File: src/rtl/branch_predictor_bht.sv
// Untagged branch history table with 2-bit saturating counters and a target per entry.
// The lookup is combinational and reads the pre-update state. Statistics counters saturate.
module branch_predictor_bht #(
  parameter int ENTRIES = 16,
  parameter int PC_W    = 32,
  parameter int CNT_W   = 16
) (
  input  logic              clk,
  input  logic              rst,
  input  logic [1:0]        mode,
  input  logic [PC_W-1:0]   if_pc,
  output logic              pred_taken,
  output logic [PC_W-1:0]   pred_target,
  input  logic              upd_valid,
  input  logic [PC_W-1:0]   upd_pc,
  input  logic              upd_taken,
  input  logic [PC_W-1:0]   upd_target,
  input  logic              upd_mispredict,
  output logic [CNT_W-1:0]  branch_count,
  output logic [CNT_W-1:0]  mispred_count
);

  localparam int IDX_W = $clog2(ENTRIES);

  logic [ENTRIES-1:0] valid_q, valid_d;
  logic [1:0]         cnt_q [ENTRIES];
  logic [1:0]         cnt_d [ENTRIES];
  logic [PC_W-1:0]    tgt_q [ENTRIES];
  logic [PC_W-1:0]    tgt_d [ENTRIES];
  logic [CNT_W-1:0]   branch_count_q, branch_count_d;
  logic [CNT_W-1:0]   mispred_count_q, mispred_count_d;

  logic [IDX_W-1:0]   pi;
  logic [IDX_W-1:0]   ui;
  logic [1:0]         upd_base;
  logic               ent_valid;

  // Word-aligned PCs: bits [1:0] and the high bits do not take part in indexing.
  logic unused_pc_bits;
  assign unused_pc_bits = ^{if_pc, upd_pc};

  assign pi        = if_pc[IDX_W+1:2];
  assign ui        = upd_pc[IDX_W+1:2];
  assign ent_valid = valid_q[pi];
  assign upd_base  = valid_q[ui] ? cnt_q[ui] : 2'b01;

  always_comb begin
    pred_taken = 1'b0;
    case (mode)
      2'b01:   pred_taken = ent_valid;
      2'b11:   pred_taken = ent_valid & cnt_q[pi][1];
      default: pred_taken = 1'b0;
    endcase
    pred_target = ent_valid ? tgt_q[pi] : '0;
  end

  always_comb begin
    valid_d         = valid_q;
    cnt_d           = cnt_q;
    tgt_d           = tgt_q;
    branch_count_d  = branch_count_q;
    mispred_count_d = mispred_count_q;
    if (upd_valid) begin
      valid_d[ui] = 1'b1;
      if (upd_taken) begin
        cnt_d[ui] = (upd_base == 2'b11) ? 2'b11 : upd_base + 2'b01;
        tgt_d[ui] = upd_target;
      end else begin
        cnt_d[ui] = (upd_base == 2'b00) ? 2'b00 : upd_base - 2'b01;
      end
      if (branch_count_q != '1)
        branch_count_d = branch_count_q + CNT_W'(1);
      if (upd_mispredict && (mispred_count_q != '1))
        mispred_count_d = mispred_count_q + CNT_W'(1);
    end
  end

  always_ff @(posedge clk) begin
    if (!rst) begin
      valid_q         <= '0;
      branch_count_q  <= '0;
      mispred_count_q <= '0;
      for (int unsigned i = 0; i < ENTRIES; i++) begin
        cnt_q[i] <= 2'b01;
        tgt_q[i] <= '0;
      end
    end else begin
      valid_q         <= valid_d;
      cnt_q           <= cnt_d;
      tgt_q           <= tgt_d;
      branch_count_q  <= branch_count_d;
      mispred_count_q <= mispred_count_d;
    end
  end

  assign branch_count  = branch_count_q;
  assign mispred_count = mispred_count_q;

endmodule

File: config.mk
export PLATFORM = sky130hd
export DESIGN_NAME = branch_predictor_bht
export DESIGN_NICKNAME = d
export VERILOG_FILES = /design/src/rtl/branch_predictor_bht.sv
export SDC_FILE = /design/constraint.sdc
export NUM_CORES = 1
export LEC_CHECK = 0
export ABC_AREA = 1
export CAP_MARGIN = 20
export CORE_MARGIN = 8
export CORE_UTILIZATION = 50
export CTS_BUF_LIST = sky130_fd_sc_hd__clkbuf_8 sky130_fd_sc_hd__clkbuf_16
export DETAILED_ROUTE_END_ITERATION = 8
export PLACE_DENSITY = 0.73
export SETUP_SLACK_MARGIN = 0.1
export SLEW_MARGIN = 15
export SYNTH_ARGS = -nofsm -noshare
export SYNTH_HDL_FRONTEND = slang
export SYNTH_SLANG_ARGS = --single-unit
File: constraint.sdc
create_clock -name clk -period 1.6 [get_ports clk]
set_input_delay 0.32 -clock clk [delete_from_list [all_inputs] [get_ports clk]]
set_output_delay 0.32 -clock clk [all_outputs]
set_load 0.005 [all_outputs]
# After elaboration in Yosys (flattened, before gate mapping)
# Index checks and enable logic that the tools add are counted.
[op_classes]
addsub = 4
n_mul = 0
div = 0
magnitude_cmp = 6
eq_ne = 5
n_shift = 0
muxes = 28
bitwise = 4
reduce_logical = 7
[ops]
columns = ["operator", "n"]
rows = [
  ["512-bit bitwise mux", 1],
  ["32-bit 2-to-1 mux", 5],
  ["32-bit binary-select mux with 4-bit select", 1],
  ["32-bit demux with 4-bit select", 1],
  ["32-bit bitwise mux", 2],
  ["16-bit by 1-bit adder with 16-bit output (second input constant)", 2],
  ["16-bit != test (second input constant)", 2],
  ["2-bit binary-select mux with 4-bit select", 2],
  ["2-bit 2-to-1 mux", 8],
  ["16-bit OR", 1],
  ["5-bit greater-or-equal comparator (second input constant)", 2],
  ["4-bit by 5-bit < comparator with 1-bit output (second input constant)", 2],
  ["4-bit NOT with 5-bit output", 2],
  ["1-bit binary-select mux with 4-bit select", 2],
  ["2-bit demux with 4-bit select", 1],
  ["2-bit AND reduction", 3],
  ["5-bit by 1-bit < comparator with 1-bit output (second input constant)", 1],
  ["1-bit demux with 4-bit select", 1],
  ["2-bit equality test (second input constant)", 2],
  ["4-bit by 1-bit greater-or-equal comparator with 1-bit output (second input constant)", 1],
  ["1-bit logical AND", 3],
  ["1-bit 2-to-1 mux", 3],
  ["2-bit by 1-bit adder with 2-bit output (second input constant)", 1],
  ["2-bit by 1-bit equality test with 1-bit output (second input constant)", 1],
  ["4 further kinds", 4],
]
[word_totals]
ff_bits = 592
latch_bits = 0
ram_bits = 0
romBits = 0
output_inout_bits = 65
word_cells = 89
n_memories = 0

# Depth between registers and ports, before layout
# Gate-level depths: netlist (run 1).
[depth]
depth_word = 9
mapped_depth = 16

# Worst setup path before layout (run 1)
# Ideal clock, no wire load.
[synth_path]
path_type = "reg2reg"
start = "reg mispred_count_q[0] (netlist: mispred_count[0])"
end = "reg mispred_count_q[0] (netlist: mispred_count[0])"
arrival_time_ps = 1641
slack_ps = -165
stages_incl_launch_ff = 10
path_buffers = 1
period_less_slack_ps = 1765
path_cell_list = "dfxtp_1 ha_1 nand2_1 nor3_1 nand3_1 nand3_1 inv_1 buf_2 o21ai_0 a21oi_1"
[synth_via]
elab_chain_len = 3
[synth_lines]
columns = ["item", "line_no", "text"]
rows = [
  ["start: declaration", "31", "logic [CNT_W-1:0] mispred_count_q, mispred_count_d;"],
  ["start signal: assignment", "92", "mispred_count_q <= mispred_count_d;"],
  ["branches (longest 3 deep; another with 16-bit by 1-bit adder with 16-bit output)", "n/a", ""],
]
# Parallel ways; which one is timed is not known.
# A chain may end at the register's enable or synchronous reset.

# Worst setup path after layout (run 1)
[layout_path]
start = "reg valid_q[15]"
end = "out pred_target[5]"
[layout_via]
elab_chain_len = 3
[layout_lines]
columns = ["item", "line_no", "text"]
rows = [
  ["start: declaration", "25", "logic [ENTRIES-1:0] valid_q, valid_d;"],
  ["start signal: assignment", "88", "valid_q <= valid_d;"],
  ["1-bit binary-select mux with 4-bit select", "44", "assign ent_valid = valid_q[pi];"],
  ["1-bit 2-to-1 mux (implied by the code)", "44", ""],
  ["32-bit 2-to-1 mux", "54", "pred_target = ent_valid ? tgt_q[pi] : '0;"],
  ["end: declaration", "13", "output logic [PC_W-1:0] pred_target,"],
]
# Every way passes these cells. The select of a mux whose other input is x is not followed.

==> results.yml, run 1 <==
outcome:
  outcome: "finished with violations"
  violations: "setup timing"
grt:
  track_usage_pct: 30.53
  grt_pass1_vias: 27490
  grt_pass1_wl_mm: 149.4
  antenna_found_initial: 1
  overflow: 0
  grt_max_degree: 93
yosys:
  async_reset_ff_share_pct: 0
  yosysMostFrequentCell: "a21oi_1"
  syn_avg_cell_area_sq_um: 6.853
  synth.area.top_cells: "dfxtp_1, a21oi_1, o21ai_0"
  synthXorXnorAreaFrac_pct: 0.2930
  yosys.area_share.simple_pct: 17.15
  synth_top_cell_by_area: "dfxtp_1"
  synth_ff_type: "dfxtp_1"
  yosys_warnings: 0
  yosys-mux-area-fraction_pct: 0.03720
  yosys.area.top_type_share_pct: 44.05
  synth-compound-area-share_pct: 27.80
  synth_edf_count: 0
  syn-num-nets: 4031
  synth_seq_cells: 592
  synth_commonest_cells: "a21oi_1, o21ai_0, dfxtp_1, nand2_1, inv_1"
  yosysSeqAreaShare_pct: 44.05
  synth_top_family_by_area: "compound AO/OA/AOI/OAI gates"
  netlist_area_sq_um: 26900
  synthDistinctLibCells: 34
  synthAdderAreaFrac_pct: 0.09301
  netlist_instances: 3926
clocking:
  htree_num_levels: 3
  cts_hold_buf: 0
  clock_latency_ns: 0.61
  cts.path.max_buffers: 3
  cts_tree: "yes"
  clkSinkCount: 592
  cts_made_buffers: 66
  cts_root_buf: "clkbuf_16"
  clk_pin_slew_ns: 0.06
power:
  power.leakage_nw: 14.45
  p_int_mw: 25.81
  p_clk_share_pct: 44.7
  power_frac_comb_pct: 12.0
  p_seq_share_pct: 43.3
  peakVddDrop_mv: 0.9343
  switching_share_pct: 25.39
  power-per-cell-area_nw_per_um2: 937.6
  switchingPower_mw: 8.786
timing:
  worst_slack_ns: -0.8874
  finalMaxSlewViolations: 0
  setup_viol: 75
  max_freq_mhz: 402.0
  skew_ns: 0.02399
  fin_setup_tns_ns: -29.63
  whs_ns: 0.1105
  max-slew-margin-rel_pct: 62.87
  grt_setup_unrepaired: "yes"
  fin_crit_sh_pct: 155.5
  fin_crit_ns: 2.487
  timing.final.hold_violations: 0
  tightest_slew_ns: 0.5570
worst_setup_path:
  critical_path_buf_inv_count: 6
  cp-start-kind: "flip-flop"
  max_stage_delay_ns: 0.33
  crit_slowest_cell: "dfxtp_1"
  worst-setup-path-type: "reg -> out"
  path_cells: "inv_1, nand2_1, o211ai_1, nand3_1, nand3_2, nand2_8, buf_6, buf_6, buf_6, nand3_2, inv_2, buf_6"
  crit_path_frequent_cell: "buf_6"
  path_delay_family: "buffers and inverters"
  critPathMaxFanout: 6
  endpoint_kind: "output pin"
  cp.required_ns: 1.28
  worstPathArrival_ns: 2.17
floorplanning:
  ios: 168
  die_h_um: 248.0
  initial_utilization_pct: 50.29
  die_w_um: 248.0
  dieArea_sq_um: 61490
  rows: 85
  core_sq_um: 53500
routing:
  wl_per_cell_um: 20.18
  drc_errors: 0
  viasPerCell: 5.871
  routed_wl_mm: 102.1
  dr_total_vias: 29710
  drtIter0Drc: 3631
  dr.pass1.iters: 6
  postRouteAntennaNets: 0
finish:
  regArea_sq_um: 11920
  finalNetCount: 4427
  fin_cells: 5061
  antenna_cells: 0
  multi_input_area_sq_um: 13470
  area_growth_pct: 37.17
  design_area_sq_um: 36900
  layout-drive-gt1-share_pct: 23.87
  n_fill_cell: 4081
placement:
  port_buffers: 111
  post-dp-hpwl_mm: 57.47
  gp_congestion: 0.8864
  placed_area_sq_um: 32320
  placed_cells: 4855
run:
  cap_violations: 0
min_path:
  min_path_type: "in -> reg"
==> tightest hold or removal path, stage by stage <==
cell     delay (ns)
buf_8          0.18
o21ai_0        0.11
a21oi_1        0.04
==> layout make-up <==
class	instances	share of cell area, %
inverter	376	3.974
sequential	592	32.30
timing repair buffer	670	18.95
clock buffer	82	5.194
multi-input combinational	2616	36.49
tap	696	2.360
clock inverter	29	0.7323
==> state kept, by name (all words and copies together) (netlist names) <==
signal and cells:
tgt_q 512, mispred_count 16, branch_count 16, cnt_q 32
valid_q 16
==> layer usage <==
| metal | track usage [%] | vias up | wire [um] |
|---|---|---|---|
| li1 | - | 13820 | - |
| met1 | 39.31 | 13690 | 39430 |
| met2 | 48.90 | 1802 | 46030 |
| met3 | 5.961 | 407 | 11110 |
| met4 | 14.47 | 0 | 5575 |
| met5 | 0 | - | 0 |
==> per-stage QoR <==
step                power, mW  utilization, %  setup slack [ns]
floorplan               17.13               -          0.005797
CTS                     34.39           67.17           -0.9318
global route            35.51           68.99           -0.9775
detailed placement      18.73           60.41            -1.008
global placement        18.68           60.41           -0.9884
finish                  34.60           68.99           -0.8874
==> final timing paths <==
kind	start	endpoint	slack, ns	depth (start not counted)
worst max-delay path	valid_q[15]	pred_target[5]	-0.89	12
worst min-delay path	rst	tgt_q[312]	0.11	3
worst max register to register	cnt_q[7]	cnt_q[12]	-0.16	15
worst min register to register	tgt_q[237]	tgt_q[237]	0.45	2
==> cells by family after synthesis <==
kind of cell | Yosys count
AOI/OAI and AO/OA | 1478
xor gates and xnor gates | 9
adders and majority gates | 2
buffers and inverters | 718
DFF | 592
muxes | 1
and+or+nand+nor | 1126
==> cells in the final DEF (no fill, tap or decap), drive strengths merged, types with 10 or more instances in the layout <==
| cell | netlist | final |
|---|---|---|
| clkdlybuf4s15 | 0 | 10 |
| a21oi | 772 | 772 |
| nor3 | 18 | 18 |
| nor2 | 280 | 280 |
| clkinv | 2 | 14 |
| o22ai | 28 | 28 |
| buf | 103 | 605 |
| nand2 | 571 | 571 |
| dfxtp | 592 | 592 |
| clkbuf | 239 | 95 |
| inv | 374 | 386 |
| o21ai | 665 | 665 |
| clkdlybuf4s50 | 0 | 37 |
| nand3 | 243 | 243 |
==> what timing repair did <==
item / CTS / global route
setup endpoints to repair: 524 / 187
resized for setup: 501 / 220
hold endpoints to repair: 0 / 0
setup buffers: 53 / 35
gates cloned: 9 / 5
pin swaps: 45 / 66
==> power by group through the flow <==
| stage | Clock, mW | Sequential (mW) | Combinational, mW |
|---|---|---|---|
| floorplan | 0 | 15.3 | 1.83 |
| detailed placement | 0 | 15.3 | 3.42 |
| global placement | 0 | 15.3 | 3.38 |
| global route | 16.1 | 15.0 | 4.39 |
| CTS | 15.5 | 15.0 | 3.86 |
| finish | 15.5 | 15.0 | 4.14 |
(Power assumes the default switching activity.)
==> inputs of run 2 (changes only) <==
- RECOVER_POWER: not set -> 50
==> run 2 against run 1 <==
Net effect:
- sequential power hardly changed
- flip-flop and latch count unchanged
- the run still ends with setup timing left
- global-route usage unchanged
- sequential share of layout area barely moved
- cell count unchanged
- maximum frequency up 0.10%
- critical path depth unchanged
==> results.yml, run 2 (synthesis results as in run 1) <==
outcome:
  outcome: "finished with violations"
  violations: "setup timing"
power:
  power_frac_comb_pct: 12.0
  peakVddDrop_mv: 0.9269
  p_total_mw: 34.60
  switching_share_pct: 25.41
  power.leakage_nw: 14.43
  p_seq_share_pct: 43.3
  power-per-cell-area_nw_per_um2: 938.0
  p_int_mw: 25.81
  p_clk_share_pct: 44.7
  switchingPower_mw: 8.791
clocking:
  clk_pin_slew_ns: 0.06
  cts_made_buffers: 66
  cts_tree: "yes"
  cts_hold_buf: 0
  clkSinkCount: 592
  clock_latency_ns: 0.61
  htree_num_levels: 3
  cts_root_buf: "clkbuf_16"
  cts.path.max_buffers: 3
worst_setup_path:
  crit_start: "valid_q[15]"
  cp-start-kind: "flip-flop"
  path_delay_family: "buffers and inverters"
  reg2reg_from: "cnt_q[7]"
  critPathMaxFanout: 6
  endpoint_kind: "output pin"
  worst-path-stages: 12
  max_stage_delay_ns: 0.33
  critical_path_buf_inv_count: 6
  crit_path_frequent_cell: "buf_6"
  worstPathArrival_ns: 2.16
  path_cells: "inv_1, nand2_1, o211ai_1, nand3_1, nand3_2, nand2_8, buf_6, buf_6, buf_6, nand3_2, inv_2, buf_6"
  reg2reg_to: "cnt_q[12]"
  cp.required_ns: 1.28
  r2r_slack_ns: -0.17
  endpoint: "pred_target[5]"
  crit_slowest_cell: "dfxtp_1"
  worst-setup-path-type: "reg -> out"
  rr_worst_depth: 15
timing:
  grt_setup_unrepaired: "yes"
  max_freq_mhz: 402.4
  tightest_slew_ns: 0.5585
  fin_crit_sh_pct: 155.3
  fin_crit_ns: 2.485
  setup_viol: 568
  whs_ns: 0.1115
  finalMaxSlewViolations: 0
  skew_ns: 0.02582
  worst_slack_ns: -0.8848
  timing.final.hold_violations: 0
  max-slew-margin-rel_pct: 62.77
finish:
  largest_registers: "tgt_q (512), cnt_q (32)"
  fin_cells: 5061
  layout_common_cells: "a21oi_1, o21ai_0, dfxtp_1, nand2_1, buf_4"
  n_fill_cell: 4091
  final_common_cell: "a21oi_1"
  area_growth_pct: 37.10
  multi_input_area_sq_um: 13470
  antenna_cells: 0
  top_register: "tgt_q"
  layout-drive-gt1-share_pct: 23.78
  regArea_sq_um: 11920
  design_area_sq_um: 36890
  largest_reg_flops: 512
  finalNetCount: 4427
grt:
  grt_pass1_wl_mm: 149.4
  antenna_found_initial: 1
  track_usage_pct: 30.53
  overflow: 0
  grt_max_degree: 93
  grt_pass1_vias: 27490
routing:
  dr.pass1.iters: 6
  postRouteAntennaNets: 0
  wl_per_cell_um: 20.21
  viasPerCell: 5.891
  drtIter0Drc: 3594
  drc_errors: 0
  dr_total_vias: 29820
  routed_wl_mm: 102.3
floorplanning:
  rows: 85
  initial_utilization_pct: 50.29
  core_sq_um: 53500
  ios: 168
  die_w_um: 248.0
  die_h_um: 248.0
  dieArea_sq_um: 61490
placement:
  port_buffers: 111
  placed_area_sq_um: 32320
  post-dp-hpwl_mm: 57.47
  pre_cts_ws_ns: -1.008
  placed_cells: 4855
  gp_congestion: 0.8864
min_path:
  min_path_type: "in -> reg"
run:
  cap_violations: 0
==> run 2: through the flow <==
step | utilization, % | TNS (ns)
6_report | 68.95 | -76.95
5_1_grt | 68.95 | -97.26
4_1_cts | 67.17 | -28.80
3_5_place_dp | 60.41 | -360.58
3_3_place_gp | 60.41 | -350.63
2_1_floorplan | - | 0
==> run 2: what timing repair did <==
item	4_1_cts	5_1_grt
buffers inserted	53	35
pin swaps	45	66
gates resized for setup	501	220
setup endpoints to repair	524	187
cloned	9	5
==> run 2: power groups by stage <==
stage	combinational (mW)	sequential [mW]	clock [mW]
after floorplan	1.83	15.3	0
after global placement	3.38	15.3	0
after detailed placement	3.42	15.3	0
after CTS	3.86	15.0	15.5
after global routing	4.38	15.0	16.1
final	4.14	15.0	15.5
==> run 2: worst register-to-register path, delay by kind of cell, from the launching register on <==
family	cells	cell delay [ns]
AND/OR/NAND/NOR	8	0.53
flip-flops	1	0.33
AO/OA/AOI/OAI	2	0.31
buffers and inverters	5	0.52
==> run 2: final cells by class <==
cell class	instances	share of cell area, %
multi-input cells	2616	36.51
inverters	376	3.965
clock inverters	29	0.7327
well taps	696	2.361
flip-flops and latches	592	32.32
clock buffers	82	5.197
repair buffers	670	18.92
==> run 2: worst min-delay path by stage <==
stage | start | to | cells after the start
floorplan | tgt_q[224] | tgt_q[224] | 2
global placement | tgt_q[229] | tgt_q[229] | 2
detailed placement | tgt_q[229] | tgt_q[229] | 2
CTS | rst | tgt_q[312] | 3
global route | rst | tgt_q[208] | 3
finish | rst | tgt_q[312] | 3
==> run 2: routing by layer <==
metal | vias up | part of all wire, % | track usage (%)
li1 | 13820 | - | -
met1 | 13840 | 39 | 39.31
met2 | 1770 | 45 | 48.90
met3 | 388 | 11 | 5.961
met4 | 0 | 5.2 | 14.47
met5 | - | 0 | 0
